===== src/rtl/ysyx_23060096_wbu_pkg.sv =====
// Shared constants and types for the write-back unit and its scoreboard.
package ysyx_23060096_wbu_pkg;

  localparam int WBU_ADDR_WIDTH = 5;
  localparam int WBU_DATA_WIDTH = 32;
  localparam int X0_IDX         = 0;

  localparam int                  CNT_WIDTH = 2;
  localparam logic [CNT_WIDTH-1:0] CNT_ZERO = 2'd0;
  localparam logic [CNT_WIDTH-1:0] CNT_ONE  = 2'd1;
  localparam logic [CNT_WIDTH-1:0] CNT_MAX  = 2'd3;

  typedef enum logic {
    GRANT_EXU = 1'b0,
    GRANT_LSU = 1'b1
  } grant_e;

endpackage


===== src/rtl/ysyx_23060096_scoreboard.sv =====
// Per-register pending-write counters: issue stall, source busy flags and
// detection of results that arrive for a register with nothing outstanding.
module ysyx_23060096_scoreboard
  import ysyx_23060096_wbu_pkg::*;
#(
  parameter int ADDR_WIDTH = WBU_ADDR_WIDTH
) (
  input  logic                  clk,
  input  logic                  rst,
  input  logic                  iss_valid,
  input  logic [ADDR_WIDTH-1:0] iss_rd,
  output logic                  iss_ready,
  input  logic                  src_fire,
  input  logic [ADDR_WIDTH-1:0] src_rd,
  input  logic                  rf_wen,
  input  logic [ADDR_WIDTH-1:0] rf_waddr,
  input  logic [ADDR_WIDTH-1:0] q_rs1,
  input  logic [ADDR_WIDTH-1:0] q_rs2,
  output logic                  busy_rs1,
  output logic                  busy_rs2,
  output logic                  err
);

  localparam int NREG = 1 << ADDR_WIDTH;
  localparam logic [ADDR_WIDTH-1:0] X0_ADDR = ADDR_WIDTH'(X0_IDX);

  logic [CNT_WIDTH-1:0] cnt_r [NREG];
  logic                 skip_dec_r;
  logic                 err_r;
  logic [NREG-1:0]      inc_s;
  logic [NREG-1:0]      dec_s;
  logic                 dec_any_s;
  logic                 iss_fire_s;
  logic                 orphan_s;

  // Stall, busy and orphan-write decode; an orphan write's commit must not retire a counter.
  always_comb begin
    dec_any_s = rf_wen & ~skip_dec_r;
    iss_ready = 1'b1;
    if ((iss_rd != X0_ADDR) && (cnt_r[iss_rd] == CNT_MAX) &&
        !(dec_any_s && (rf_waddr == iss_rd))) begin
      iss_ready = 1'b0;
    end else begin
      iss_ready = 1'b1;
    end
    iss_fire_s = iss_valid & iss_ready;
    inc_s = {NREG{1'b0}};
    dec_s = {NREG{1'b0}};
    for (int r = X0_IDX + 1; r < NREG; r++) begin
      inc_s[r] = iss_fire_s & (iss_rd == ADDR_WIDTH'(r));
      dec_s[r] = dec_any_s & (rf_waddr == ADDR_WIDTH'(r));
    end
    busy_rs1 = (q_rs1 != X0_ADDR) && (cnt_r[q_rs1] != CNT_ZERO);
    busy_rs2 = (q_rs2 != X0_ADDR) && (cnt_r[q_rs2] != CNT_ZERO);
    orphan_s = src_fire && (src_rd != X0_ADDR) && (cnt_r[src_rd] == CNT_ZERO) &&
               !(iss_fire_s && (iss_rd == src_rd));
  end

  // Counter array update with saturation guards, plus sticky error tracking.
  always_ff @(posedge clk or posedge rst) begin
    if (rst) begin
      for (int r = 0; r < NREG; r++) begin
        cnt_r[r] <= CNT_ZERO;
      end
      skip_dec_r <= 1'b0;
      err_r      <= 1'b0;
    end else begin
      for (int r = X0_IDX + 1; r < NREG; r++) begin
        case ({inc_s[r], dec_s[r]})
          2'b10: begin
            if (cnt_r[r] != CNT_MAX) cnt_r[r] <= cnt_r[r] + CNT_ONE;
          end
          2'b01: begin
            if (cnt_r[r] != CNT_ZERO) cnt_r[r] <= cnt_r[r] - CNT_ONE;
          end
          default: cnt_r[r] <= cnt_r[r];
        endcase
      end
      skip_dec_r <= orphan_s;
      err_r      <= err_r | orphan_s;
    end
  end

  assign err = err_r;

endmodule


===== src/rtl/ysyx_23060096_wbu.sv =====
// Write-back unit: round-robin arbiter between EXU and LSU results feeding a
// registered register-file write port, with a RAW hazard scoreboard.
module ysyx_23060096_wbu
  import ysyx_23060096_wbu_pkg::*;
#(
  parameter int ADDR_WIDTH = WBU_ADDR_WIDTH,
  parameter int DATA_WIDTH = WBU_DATA_WIDTH
) (
  input  logic                  clk,
  input  logic                  rst,
  input  logic                  iss_valid,
  input  logic [ADDR_WIDTH-1:0] iss_rd,
  output logic                  iss_ready,
  input  logic                  exu_valid,
  input  logic [ADDR_WIDTH-1:0] exu_rd,
  input  logic [DATA_WIDTH-1:0] exu_data,
  output logic                  exu_ready,
  input  logic                  lsu_valid,
  input  logic [ADDR_WIDTH-1:0] lsu_rd,
  input  logic [DATA_WIDTH-1:0] lsu_data,
  output logic                  lsu_ready,
  input  logic [ADDR_WIDTH-1:0] q_rs1,
  input  logic [ADDR_WIDTH-1:0] q_rs2,
  output logic                  busy_rs1,
  output logic                  busy_rs2,
  output logic [ADDR_WIDTH-1:0] rf_waddr,
  output logic [DATA_WIDTH-1:0] rf_wdata,
  output logic                  rf_wen,
  output logic                  err
);

  grant_e                last_grant_r;
  logic                  conflict_s;
  logic                  exu_fire_s;
  logic                  lsu_fire_s;
  logic                  src_fire_s;
  logic [ADDR_WIDTH-1:0] src_rd_s;
  logic [DATA_WIDTH-1:0] src_data_s;

  // Arbitration: a lone valid source wins; on conflict the source not granted last time wins.
  always_comb begin
    conflict_s = exu_valid & lsu_valid;
    exu_ready  = exu_valid & (~lsu_valid | (last_grant_r == GRANT_LSU));
    lsu_ready  = lsu_valid & (~exu_valid | (last_grant_r == GRANT_EXU));
    exu_fire_s = exu_valid & exu_ready;
    lsu_fire_s = lsu_valid & lsu_ready;
    src_fire_s = exu_fire_s | lsu_fire_s;
    if (exu_fire_s) begin
      src_rd_s   = exu_rd;
      src_data_s = exu_data;
    end else begin
      src_rd_s   = lsu_rd;
      src_data_s = lsu_data;
    end
  end

  // Grant pointer and the registered write port.
  always_ff @(posedge clk or posedge rst) begin
    if (rst) begin
      last_grant_r <= GRANT_EXU;
      rf_wen       <= 1'b0;
      rf_waddr     <= {ADDR_WIDTH{1'b0}};
      rf_wdata     <= {DATA_WIDTH{1'b0}};
    end else begin
      if (conflict_s) begin
        last_grant_r <= lsu_fire_s ? GRANT_LSU : GRANT_EXU;
      end
      if (src_fire_s) begin
        rf_waddr <= src_rd_s;
        rf_wdata <= src_data_s;
        rf_wen   <= (src_rd_s != ADDR_WIDTH'(X0_IDX));
      end else begin
        rf_wen <= 1'b0;
      end
    end
  end

  ysyx_23060096_scoreboard #(
    .ADDR_WIDTH(ADDR_WIDTH)
  ) u_scoreboard (
    .clk      (clk),
    .rst      (rst),
    .iss_valid(iss_valid),
    .iss_rd   (iss_rd),
    .iss_ready(iss_ready),
    .src_fire (src_fire_s),
    .src_rd   (src_rd_s),
    .rf_wen   (rf_wen),
    .rf_waddr (rf_waddr),
    .q_rs1    (q_rs1),
    .q_rs2    (q_rs2),
    .busy_rs1 (busy_rs1),
    .busy_rs2 (busy_rs2),
    .err      (err)
  );

endmodule

===== config.mk =====
export PLATFORM = sky130hd
export DESIGN_NAME = ysyx_23060096_wbu
export DESIGN_NICKNAME = d
export VERILOG_FILES = /design/src/rtl/ysyx_23060096_wbu_pkg.sv /design/src/rtl/ysyx_23060096_scoreboard.sv /design/src/rtl/ysyx_23060096_wbu.sv
export SDC_FILE = /design/constraint.sdc
export NUM_CORES = 1
export LEC_CHECK = 0
export ABC_AREA = 1
export BUFFER_PORTS_ARGS = -buffer_cell sky130_fd_sc_hd__buf_2
export CAP_MARGIN = 20
export CORE_MARGIN = 1
export CORE_UTILIZATION = 59
export CTS_BUF_LIST = sky130_fd_sc_hd__clkbuf_2
export CTS_CLUSTER_DIAMETER = 80
export DETAILED_ROUTE_END_ITERATION = 6
export GPL_TIMING_DRIVEN = 0
export PLACE_DENSITY = 0.83
export SLEW_MARGIN = 20
export SYNTH_ARGS = -nofsm -noshare
export SYNTH_HDL_FRONTEND = slang
export SYNTH_SLANG_ARGS = --single-unit

===== constraint.sdc =====
create_clock -name clk -period 3.6 [get_ports clk]
set_clock_uncertainty 0.1 [all_clocks]
set_input_delay 0.54 -clock clk [delete_from_list [all_inputs] [get_ports clk]]
set_output_delay 0.54 -clock clk [all_outputs]
set_load 0.01 [all_outputs]

Yosys cells after proc, flatten, opt, wreduce, memory -nomap -nowiden
Index checks and enable logic that the tools add are counted.
{"block": "classes", "n_addsub": 62, "mul": 0, "div_mod_pow": 0, "magnitude_cmp": 4, "eq_ne": 220, "shifts": 0, "n_mux": 110, "n_bitwise": 81, "reduce_logical": 111}
{"operator": "5-bit equality test, second input constant", "count": 32}
{"operator": "2-bit 2-to-1 mux", "count": 70}
{"operator": "2-bit nonzero test", "count": 64}
{"operator": "2-bit by 1-bit != test with 1-bit output, second input constant", "count": 62}
{"operator": "2-bit one-hot mux with 2 select lines", "count": 31}
{"operator": "3-bit AND reduction", "count": 31}
{"operator": "5-bit by 4-bit equality test with 1-bit output, second input constant", "count": 16}
{"operator": "1-bit AND", "count": 69}
{"operator": "2-bit equality test, second input constant", "count": 32}
{"operator": "2-bit by 1-bit adder with 2-bit output, second input constant", "count": 31}
{"operator": "2-bit by 1-bit equality test with 1-bit output, second input constant", "count": 31}
{"operator": "2-bit != test, second input constant", "count": 31}
{"operator": "2-bit by 1-bit subtractor with 2-bit output, second input constant", "count": 31}
{"operator": "2-bit binary-select mux with 5-bit select", "count": 4}
{"operator": "5-bit by 3-bit equality test with 1-bit output, second input constant", "count": 8}
{"operator": "32-bit 2-to-1 mux", "count": 1}
{"operator": "6-bit greater-or-equal comparator, second input constant", "count": 4}
{"operator": "5-bit NOT with 6-bit output", "count": 4}
{"operator": "5-bit by 2-bit equality test with 1-bit output, second input constant", "count": 4}
{"operator": "5-bit nonzero test", "count": 4}
{"operator": "5-bit by 1-bit equality test with 1-bit output, second input constant", "count": 2}
{"operator": "5-bit equality test", "count": 2}
{"operator": "1-bit logical AND", "count": 9}
{"operator": "5-bit 2-to-1 mux", "count": 1}
{"operator": "other kinds (5)", "count": 14}
{"block": "totals", "regBits": 103, "latch_bits": 0, "mem_bits_rw": 0, "rom_bits": 0, "input_bits": 94, "out_inout_bits": 44, "elab_cells": 625, "n_memories": 0}

Logic depth before layout (Yosys ltp)
Gate-level depths: netlist of the first run.
{"block": "depth", "word_depth": 13, "mapped_depth": 23, "mapped_depth_nobuf": 20}

Modules after synthesis
A second synthesis of the first run with hierarchy kept.
{"block": "hier_totals", "hier_cells": 1382, "hier_area_um2": 8401.8}
{"module": "ysyx_23060096_scoreboard", "n_inst": 1, "cells_each": 1112, "area_each_um2": 6480.0, "seq_area_each_um2": 1601.5}
{"module": "ysyx_23060096_wbu", "n_inst": 1, "cells_each": 270, "area_each_um2": 1921.8, "seq_area_each_um2": 975.9}

Least setup slack after synthesis of the first run
OpenSTA, ideal clock, no wires.
{"block": "synth_timing", "path_type": "input -> register", "startpoint": "input port iss_rd[1]", "endpoint": "register u_scoreboard.cnt_r[35] (netlist bit)", "setup_time_ps": 125, "arrival_time_ps": 2820, "required_ps": 3375, "path_slack_ps": 555, "path_stages": 16, "path_buffers": 3, "cell_sequence": "buf_4 -> buf_2 -> nand3_1 -> nand2_1 -> o21ai_1 -> nand2_1 -> o21ai_1 -> nand2_1 -> nand3_2 -> nand2_4 -> nor2_8 -> buf_6 -> nand2_1 -> ha_1 -> a221oi_1 -> mux2_2"}
{"block": "synth_between", "elab_chain_cells": 13, "word_cells_on_any_way": 22, "cone_classes": "eq/ne: 7; mux: 5; bitwise: 3; reduce/logical: 7"}
{"item": "start: declaration", "line_no": "ysyx_23060096_wbu.sv:12", "text": "input logic [ADDR_WIDTH-1:0] iss_rd,"}
{"item": "5-bit NOT with 6-bit output (not written as such)", "line_no": "ysyx_23060096_scoreboard.sv:40", "text": "if ((iss_rd != X0_ADDR) && (cnt_r[iss_rd] == CNT_MAX) &&"}
{"item": "2-bit binary-select mux with 5-bit select", "line_no": "ysyx_23060096_scoreboard.sv:40"}
{"item": "2-bit 2-to-1 mux (not written as such) (2 in a row)", "line_no": "ysyx_23060096_scoreboard.sv:40"}
{"item": "2-bit equality test", "line_no": "ysyx_23060096_scoreboard.sv:40"}
{"item": "1-bit logical AND", "line_no": "ysyx_23060096_scoreboard.sv:40"}
{"item": "1-bit logical AND (*)", "line_no": "ysyx_23060096_scoreboard.sv:40"}
{"item": "1-bit 2-to-1 mux (*)", "line_no": "ysyx_23060096_scoreboard.sv:40"}
{"item": "via iss_ready", "line_no": "ysyx_23060096_wbu.sv:13", "text": "output logic iss_ready,"}
{"item": "1-bit AND (*)", "line_no": "ysyx_23060096_scoreboard.sv:46", "text": "iss_fire_s = iss_valid & iss_ready;"}
{"item": "1-bit AND (*)", "line_no": "ysyx_23060096_scoreboard.sv:50", "text": "inc_s[r] = iss_fire_s & (iss_rd == ADDR_WIDTH'(r));"}
{"item": "2-bit by 1-bit equality test with 1-bit output or 2-bit equality test (tied branches)", "line_no": "ysyx_23060096_scoreboard.sv:69", "text": "case ({inc_s[r], dec_s[r]})"}
{"item": "2-bit by 1-bit != test with 1-bit output (no line) or 2-bit nonzero test (tied branches)"}
{"item": "3-bit AND reduction (no line)"}
{"item": "end signal: indexed assignment", "line_no": "ysyx_23060096_scoreboard.sv:76", "text": "default: cnt_r[r] <= cnt_r[r];"}
{"item": "end: declaration", "line_no": "ysyx_23060096_scoreboard.sv:27", "text": "logic [CNT_WIDTH-1:0] cnt_r [NREG];"}
The timed path passes the listed nets; every way through them passes the cells marked *. The select of a mux whose other input is x is not followed.
A chain may end at the register's enable or synchronous reset.

Worst setup path after layout of the first run
{"block": "layout_timing", "startpoint": "register u_scoreboard.cnt_r[0] (netlist bit)", "endpoint": "register u_scoreboard.cnt_r[45] (netlist bit)"}
{"block": "layout_between", "elab_chain_cells": 12, "word_cells_on_any_way": 16, "cone_classes": "eq/ne: 5; mux: 5; bitwise: 2; reduce/logical: 4"}
{"item": "2-bit binary-select mux with 5-bit select (*)", "line_no": "ysyx_23060096_scoreboard.sv:40"}
{"item": "2-bit 2-to-1 mux (not written as such) (*) (2 in a row)", "line_no": "ysyx_23060096_scoreboard.sv:40"}
{"item": "2-bit equality test (*)", "line_no": "ysyx_23060096_scoreboard.sv:40"}
{"item": "1-bit logical AND (*) (2 in a row)", "line_no": "ysyx_23060096_scoreboard.sv:40"}
{"item": "1-bit 2-to-1 mux (*)", "line_no": "ysyx_23060096_scoreboard.sv:40"}
{"item": "1-bit AND (*)", "line_no": "ysyx_23060096_scoreboard.sv:46"}
{"item": "1-bit AND (*)", "line_no": "ysyx_23060096_scoreboard.sv:50"}
{"item": "2-bit by 1-bit equality test with 1-bit output or 2-bit equality test (tied branches)", "line_no": "ysyx_23060096_scoreboard.sv:69"}
{"item": "2-bit by 1-bit != test with 1-bit output (no line) or 2-bit nonzero test (tied branches)"}
{"item": "3-bit AND reduction (no line)"}
Every way passes the cells marked *; elsewhere a longest branch is shown, timed or not. The select of a mux whose other input is x is not followed.

==> results.ini, run 1 <==
[timing]
rsz0062_at_grt = no
slew_headroom = 0.528
setup_violations = 0
final.period_utilization = 0.906
tightest_slew_ns = 0.708
slew_viol_final = 0
fin_ws_ns = 0.337
hold_violations = 0
max_freq_ghz = 0.306
period_needed_ns = 3.26

[global_routing]
grt_pass1_vias = 8159
grt_use_total = 0.366
overflow = 0
antenna_found_initial = 1
grt_pass1_wl_um = 40800
grt_max_degree = 73

[pwr]
intPower_uw = 2440
p_switching_uw = 2350
p_seq_frac = 0.411
combPwrFrac = 0.471
p_per_area_nw_per_um2 = 493
p_clk_frac = 0.118
swShare = 0.491
ir_drop_mv = 0.319
p_leak_uw = 0.00516

[worst_setup_path]
required_ns = 4.08
path_buf_inv = 2
cp_slowest_stage_delay_ns = 0.45
cp.arrival_ns = 3.74
cp_slowest_cell = a221oi_1
cp_common_cell = nand2_1
r2r-start = u_scoreboard.cnt_r[0]$_DFFE_PP0P_
start_kind = flop
path_max_fanout = 10
cp_cell_sequence = clkbuf_1 -> nand2_1 -> nand2_1 -> nand2_1 -> nand2_1 -> nand2_1 -> nand2_1 -> o21ai_1 -> nand2_1 -> nand3_2 -> nand2_4 -> nor2_8 -> buf_6 -> nand2_1 -> ha_1 -> a221oi_1 -> mux2_2
path_class = flop to flop
critPathLaunch = u_scoreboard.cnt_r[0]$_DFFE_PP0P_
cpLargestDelayFamily = simple AND/OR/NAND/NOR gates
end_kind = flop

[die]
start_util = 0.601
ioPinCount = 138
die_w_um = 121
die_area_um2 = 14600
fp-row-count = 43
fp.dieH_um = 121
coreArea_um2 = 13800

[route]
postRouteAntennaNets = 0
drcViolationCount = 19
routedWlPerCell_um = 16.6
finalWirelength_um = 27100
num_vias = 9233
viasPerCell = 5.66
dr.pass1.iters = 7
drt_iter0_drc = 1074

[synthesis]
synth_area_leader_cell = dfrtp_1
synth_nets = 1401
async_flop_share = 1.00
synthTopCellsByCount = nand2_1 (325), inv_1 (189), nor2_1 (184)
synth_edf_count = 0
synth-main-ff-cell = dfrtp_1
synth.distinct_cells = 46
synth.yosys.seq_area_share = 0.310
synthCells = 1263
syn_area_per_cell_um2 = 6.58
netlist_top_cells_area = dfrtp_1 (31%), nand2_1 (15%), inv_1 (8.5%)
synth_area_um2 = 8310
yosys_register_bits = 103
netlist.area_leader.share = 0.310
yosysWarnings = 2
post-synth-top-count-cell = nand2_1

[run]
cap_violations = 0

[run_status]
status = finished, violations left
violations = DRC

[finish]
syn2layout_area_growth_pct = 16.9
multiInputGateArea_um2 = 4750
final-seq-area_um2 = 2580
fin_area_um2 = 9720
nets = 1583
n_fill_cell = 1156
drive_gt1_frac = 0.149
final_core_util = 0.703

[clock_tree]
post_cts_buffers = 0
clockRootBuffer = clkbuf_2
htreeDepth = 3
tritoncts.num_buffers = 9
insertion_delay_ns = 0.71
cts.path.max_buffers = 2
clkTransAtPathRegs_ns = 0.35
numClockSinks = 103
cts_tree = built

[hold_path]
hold_class = input pin to flop
hold_path_startpoint = lsu_data[29]

[placed_design]
portBuffers = 130
gp_congestion = 1.01
hpwl_um = 19700
pre_cts_ws_ns = 0.0376
post_dp_cell_area_um2 = 9220

-- flip-flops by register name (all words and copies together), names as in the netlist --
register                 count
last_grant_r                 1
rf_waddr                     5
rf_wdata                    32
rf_wen                       1
u_scoreboard.cnt_r          62
u_scoreboard.err             1
u_scoreboard.skip_dec_r      1
-- per-stage QoR --
stage               TNS [ns]  std cells  hold slack, ns  total power, uW
floorplan                  0       1263           0.383             3400
global placement     -107.86       1573           0.359             4040
detailed placement         0       1574           0.370             4100
CTS                        0       1613        0.000326             4670
global route               0       1630         0.00122             5140
finish                     0       1630          0.0120             4790
-- layout make-up --
class	count	share of cell area
clock buffers	9	0.00463
multi-input cells	918	0.489
well taps	180	0.0232
flip-flops and latches	103	0.265
plain buffers	39	0.0229
clock inverters	6	0.00528
repair buffers	171	0.111
inverters	203	0.0789
diodes	1	0.000257
-- cell families (layout without fill, tap and decap cells) --
| group | Yosys count | count (layout) | share of synthesized area |
|---|---|---|---|
| flip-flops | 103 | 103 | 0.310 |
| buffers and inverters | 242 | 428 | 0.118 |
| AND/OR/NAND/NOR | 585 | 585 | 0.288 |
| XOR/XNOR | 35 | 35 | 0.0369 |
| other | 0 | 1 | 0 |
| AO/OA/AOI/OAI | 247 | 247 | 0.171 |
| multiplexers | 7 | 7 | 0.00933 |
| adder cells (fa/ha/maj) | 44 | 44 | 0.0662 |
-- worst paths after layout --
check                                                           to  slack, ns  depth (start not counted)
worst max-delay path            u_scoreboard.cnt_r[45]$_DFFE_PP0P_       0.34                         17
worst max register to register  u_scoreboard.cnt_r[45]$_DFFE_PP0P_       0.34                         17
worst min-delay path                      rf_wdata[29]$_DFFE_PP0P_       0.01                          3
max in group asynchronous       u_scoreboard.cnt_r[17]$_DFFE_PP0P_       2.47                          4
min in group asynchronous       u_scoreboard.cnt_r[10]$_DFFE_PP0P_       0.20                          3
worst min register to register            rf_wdata[26]$_DFFE_PP0P_       0.43                          2
-- layer usage --
layer,share of wire,global-route usage,up-vias
met1,0.39,0.469,4187
met3,0.11,0.0811,96
li1,-,-,4367
met2,0.45,0.585,583
met5,0,0,-
met4,0.047,0.174,0
-- cells in the final DEF, fill, tap and decap left out, types with 6 or more instances in the layout --
cell type and instances:
a21oi_1 71, clkbuf_2 9, clkbuf_1 15, ha_1 44, o21ai_0 91, mux2_2 6
inv_1 188, o21ai_1 14, nand3_1 48, o22ai_1 17, a221oi_1 9, dlygate4sd3_1 40
nand2_4 10, nand2_1 325, buf_2 142, xor2_1 34, nor2_1 184, dfrtp_1 103
o211ai_1 14, inv_2 14, a31o_2 9
-- worst register-to-register path, cell delays in order, from the launching register on --
cell,delay (ns)
dfrtp_1,0.44
clkbuf_1,0.18
nand2_1,0.10
nand2_1,0.05
nand2_1,0.05
nand2_1,0.07
nand2_1,0.09
nand2_1,0.06
o21ai_1,0.11
nand2_1,0.08
nand3_2,0.15
nand2_4,0.11
nor2_8,0.18
buf_6,0.21
nand2_1,0.10
ha_1,0.22
a221oi_1,0.45
mux2_2,0.38
-- power groups by stage --
stage               Clock [uW]  Combinational (uW)  Sequential (uW)
floorplan                    0                1510             1880
global placement             0                2070             1970
detailed placement           0                2130             1970
CTS                        564                2160             1950
global route               611                2510             2020
finish                     565                2260             1970
-- timing repair --
action	in CTS	in global routing
gates resized for setup	0	0
hold buffers	24	16
endpoints found under the hold margin	49	12
No activity file was read; power rests on OpenSTA's default activity.
==> run 2, diff against run 1 <==
- CORE_UTILIZATION: 59 -> 58
- CTS_BUF_LIST: sky130_fd_sc_hd__clkbuf_2 -> unset
- PLACE_DENSITY: 0.83 -> 0.82
==> results.ini, run 2 (synthesis results as in run 1) <==
[run_status]
status = finished, final reports clean

[worst_setup_path]
r2r_cells = 17  ; unchanged
reg2reg_to = u_scoreboard.cnt_r[49]$_DFFE_PP0P_
start_kind = input pin
required_ns = 3.76  ; -0.32 ns
r2r_slack_ns = 0.35  ; about the same
path_class = input pin to flop
path_max_fanout = 10  ; unchanged
cp.arrival_ns = 3.50  ; -0.24 ns
end_kind = flop
r2r-start = u_scoreboard.cnt_r[0]$_DFFE_PP0P_

[clock_tree]
cts_resized = 0  ; unchanged
cts_tree = built
insertion_delay_ns = 0.37  ; -0.34 ns
clockRootBuffer = clkbuf_16
tritoncts.num_buffers = 9  ; unchanged
ctsHoldBuffers = 0  ; -100%
post_cts_buffers = 0  ; unchanged
htreeDepth = 3  ; unchanged
clkTransAtPathRegs_ns = 0.08  ; -0.27 ns
cts.path.max_buffers = 2  ; unchanged
numClockSinks = 103  ; unchanged

[die]
die_w_um = 122  ; +0.85%
ioPinCount = 138  ; unchanged
fp.dieH_um = 122  ; +0.85%
coreArea_um2 = 13900  ; +0.78%
start_util = 0.597  ; -0.00464
fp-row-count = 43  ; unchanged
die_area_um2 = 14800  ; +1.7%

[timing]
period_needed_ns = 3.34  ; +0.0777 ns
hold_violations = 0  ; unchanged
slew_headroom = 0.526  ; -0.00240
whs_ns = 0.0684  ; +0.0564 ns
slew_viol_final = 0  ; unchanged
max_freq_ghz = 0.299  ; -2.3%
final.period_utilization = 0.928  ; +0.0216
setup_violations = 0  ; unchanged
rsz0062_at_grt = no
tightest_slew_ns = 0.712  ; +0.00360 ns
fin_ws_ns = 0.259  ; -0.0777 ns

[global_routing]
overflow = 0  ; unchanged
antenna_found_initial = 1  ; unchanged
grt_max_degree = 62  ; -15%
grt_pass1_wl_um = 40400  ; -0.88%
grt_pass1_vias = 8072  ; -1.1%
grt_use_total = 0.360  ; -0.00538

[route]
viasPerCell = 5.54  ; -2.2%
drcViolationCount = 0  ; -19
drt_iter0_drc = 868  ; -19%
num_vias = 8810  ; -4.6%
routedWlPerCell_um = 16.1  ; -3.2%
finalWirelength_um = 25600  ; -5.5%
postRouteAntennaNets = 0  ; unchanged
dr.pass1.iters = 6  ; -1

[finish]
largestRegisters = u_scoreboard.cnt_r: 62 flops, rf_wdata: 32 flops, rf_waddr: 5 flops
largest_register = u_scoreboard.cnt_r
nets = 1543  ; -2.5%
drive_gt1_frac = 0.154  ; +0.00483
n_fill_cell = 1268  ; +9.7%
syn2layout_area_growth_pct = 14.6
most-common-layout-cells = nand2_1 (325), inv_1 (188), nor2_1 (184)
final_common_cell = nand2_1
antennaDiodeCount = 0  ; -1
largest_register_ffs = 62  ; unchanged

[run]
cap_violations = 0  ; unchanged

[placed_design]
pre_cts_ws_ns = 0.0149  ; -0.0227 ns
hpwl_um = 20000  ; +1.6%
gp_congestion = 0.982  ; -2.9%
portBuffers = 130  ; unchanged

[pwr]
p_leak_uw = 0.00508  ; -1.5%
p_per_area_nw_per_um2 = 545  ; +11%
ir_drop_mv = 0.338  ; +5.9%

[hold_path]
hold_class = input pin to async pin

==> run 2: power by group <==
part | total (uW) | switching [uW] | leakage, uW | internal [uW]
sequential | 1970 | 440 | 0.00120 | 1530
combinational | 2180 | 1410 | 0.00373 | 770
clock | 1040 | 526 | 0.000154 | 517
total | 5200 | 2380 | 0.00508 | 2820
==> run 2: area by class of cell <==
type	instances	area [um^2]	share of cell area
buffer	39	223	0.0234
clock buffer	10	239	0.0251
clock inverter	6	70.1	0.00735
inverter	203	767	0.0805
multi-input combinational	918	4750	0.498
sequential	103	2580	0.270
tap	180	225	0.0236
timing repair buffer	131	678	0.0712
==> run 2: stage by stage <==
stage | instances | cell area, um^2 | setup TNS, ns | power (uW) | util
4_1_cts | 1590 | 9530 | 0 | 5160 | 0.684
3_3_place_gp | 1573 | 9190 | -109.52 | 4040 | 0.659
5_1_grt | 1590 | 9530 | 0 | 5580 | 0.684
6_report | 1590 | 9530 | 0 | 5200 | 0.684
3_5_place_dp | 1574 | 9220 | 0 | 4100 | 0.662
2_1_floorplan | 1263 | 8310 | 0 | 3400 | -
==> run 2: worst max-delay path by stage <==
stage	start	end	slack, ns	depth (start not counted)
2_1_floorplan	rst	last_grant_r$_DFFE_PP0P_	0.26	1
3_3_place_gp	rst	u_scoreboard.cnt_r[21]$_DFFE_PP0P_	-1.07	2
3_5_place_dp	iss_rd[0]	u_scoreboard.cnt_r[45]$_DFFE_PP0P_	0.01	17
4_1_cts	iss_rd[0]	u_scoreboard.cnt_r[49]$_DFFE_PP0P_	0.37	17
5_1_grt	iss_rd[0]	u_scoreboard.cnt_r[49]$_DFFE_PP0P_	0.13	17
6_report	iss_rd[1]	u_scoreboard.cnt_r[49]$_DFFE_PP0P_	0.26	14
==> run 2: metal layers <==
layer,global-route usage,share of wire
met1,0.450,0.40
met2,0.582,0.45
met3,0.0974,0.097
met4,0.160,0.047
met5,0,0.00039
==> run 2: worst max-delay path: stages <==
cell and delay (ns):
buf_4 0.15, inv_2 0.17, buf_2 0.31, o22ai_1 0.12, a21oi_1 0.16, nand3_1 0.15, nand3_2 0.17, nand2_4 0.11
nor2_8 0.19, buf_6 0.21, nand2_1 0.10, ha_1 0.22, a221oi_1 0.48, mux2_2 0.40
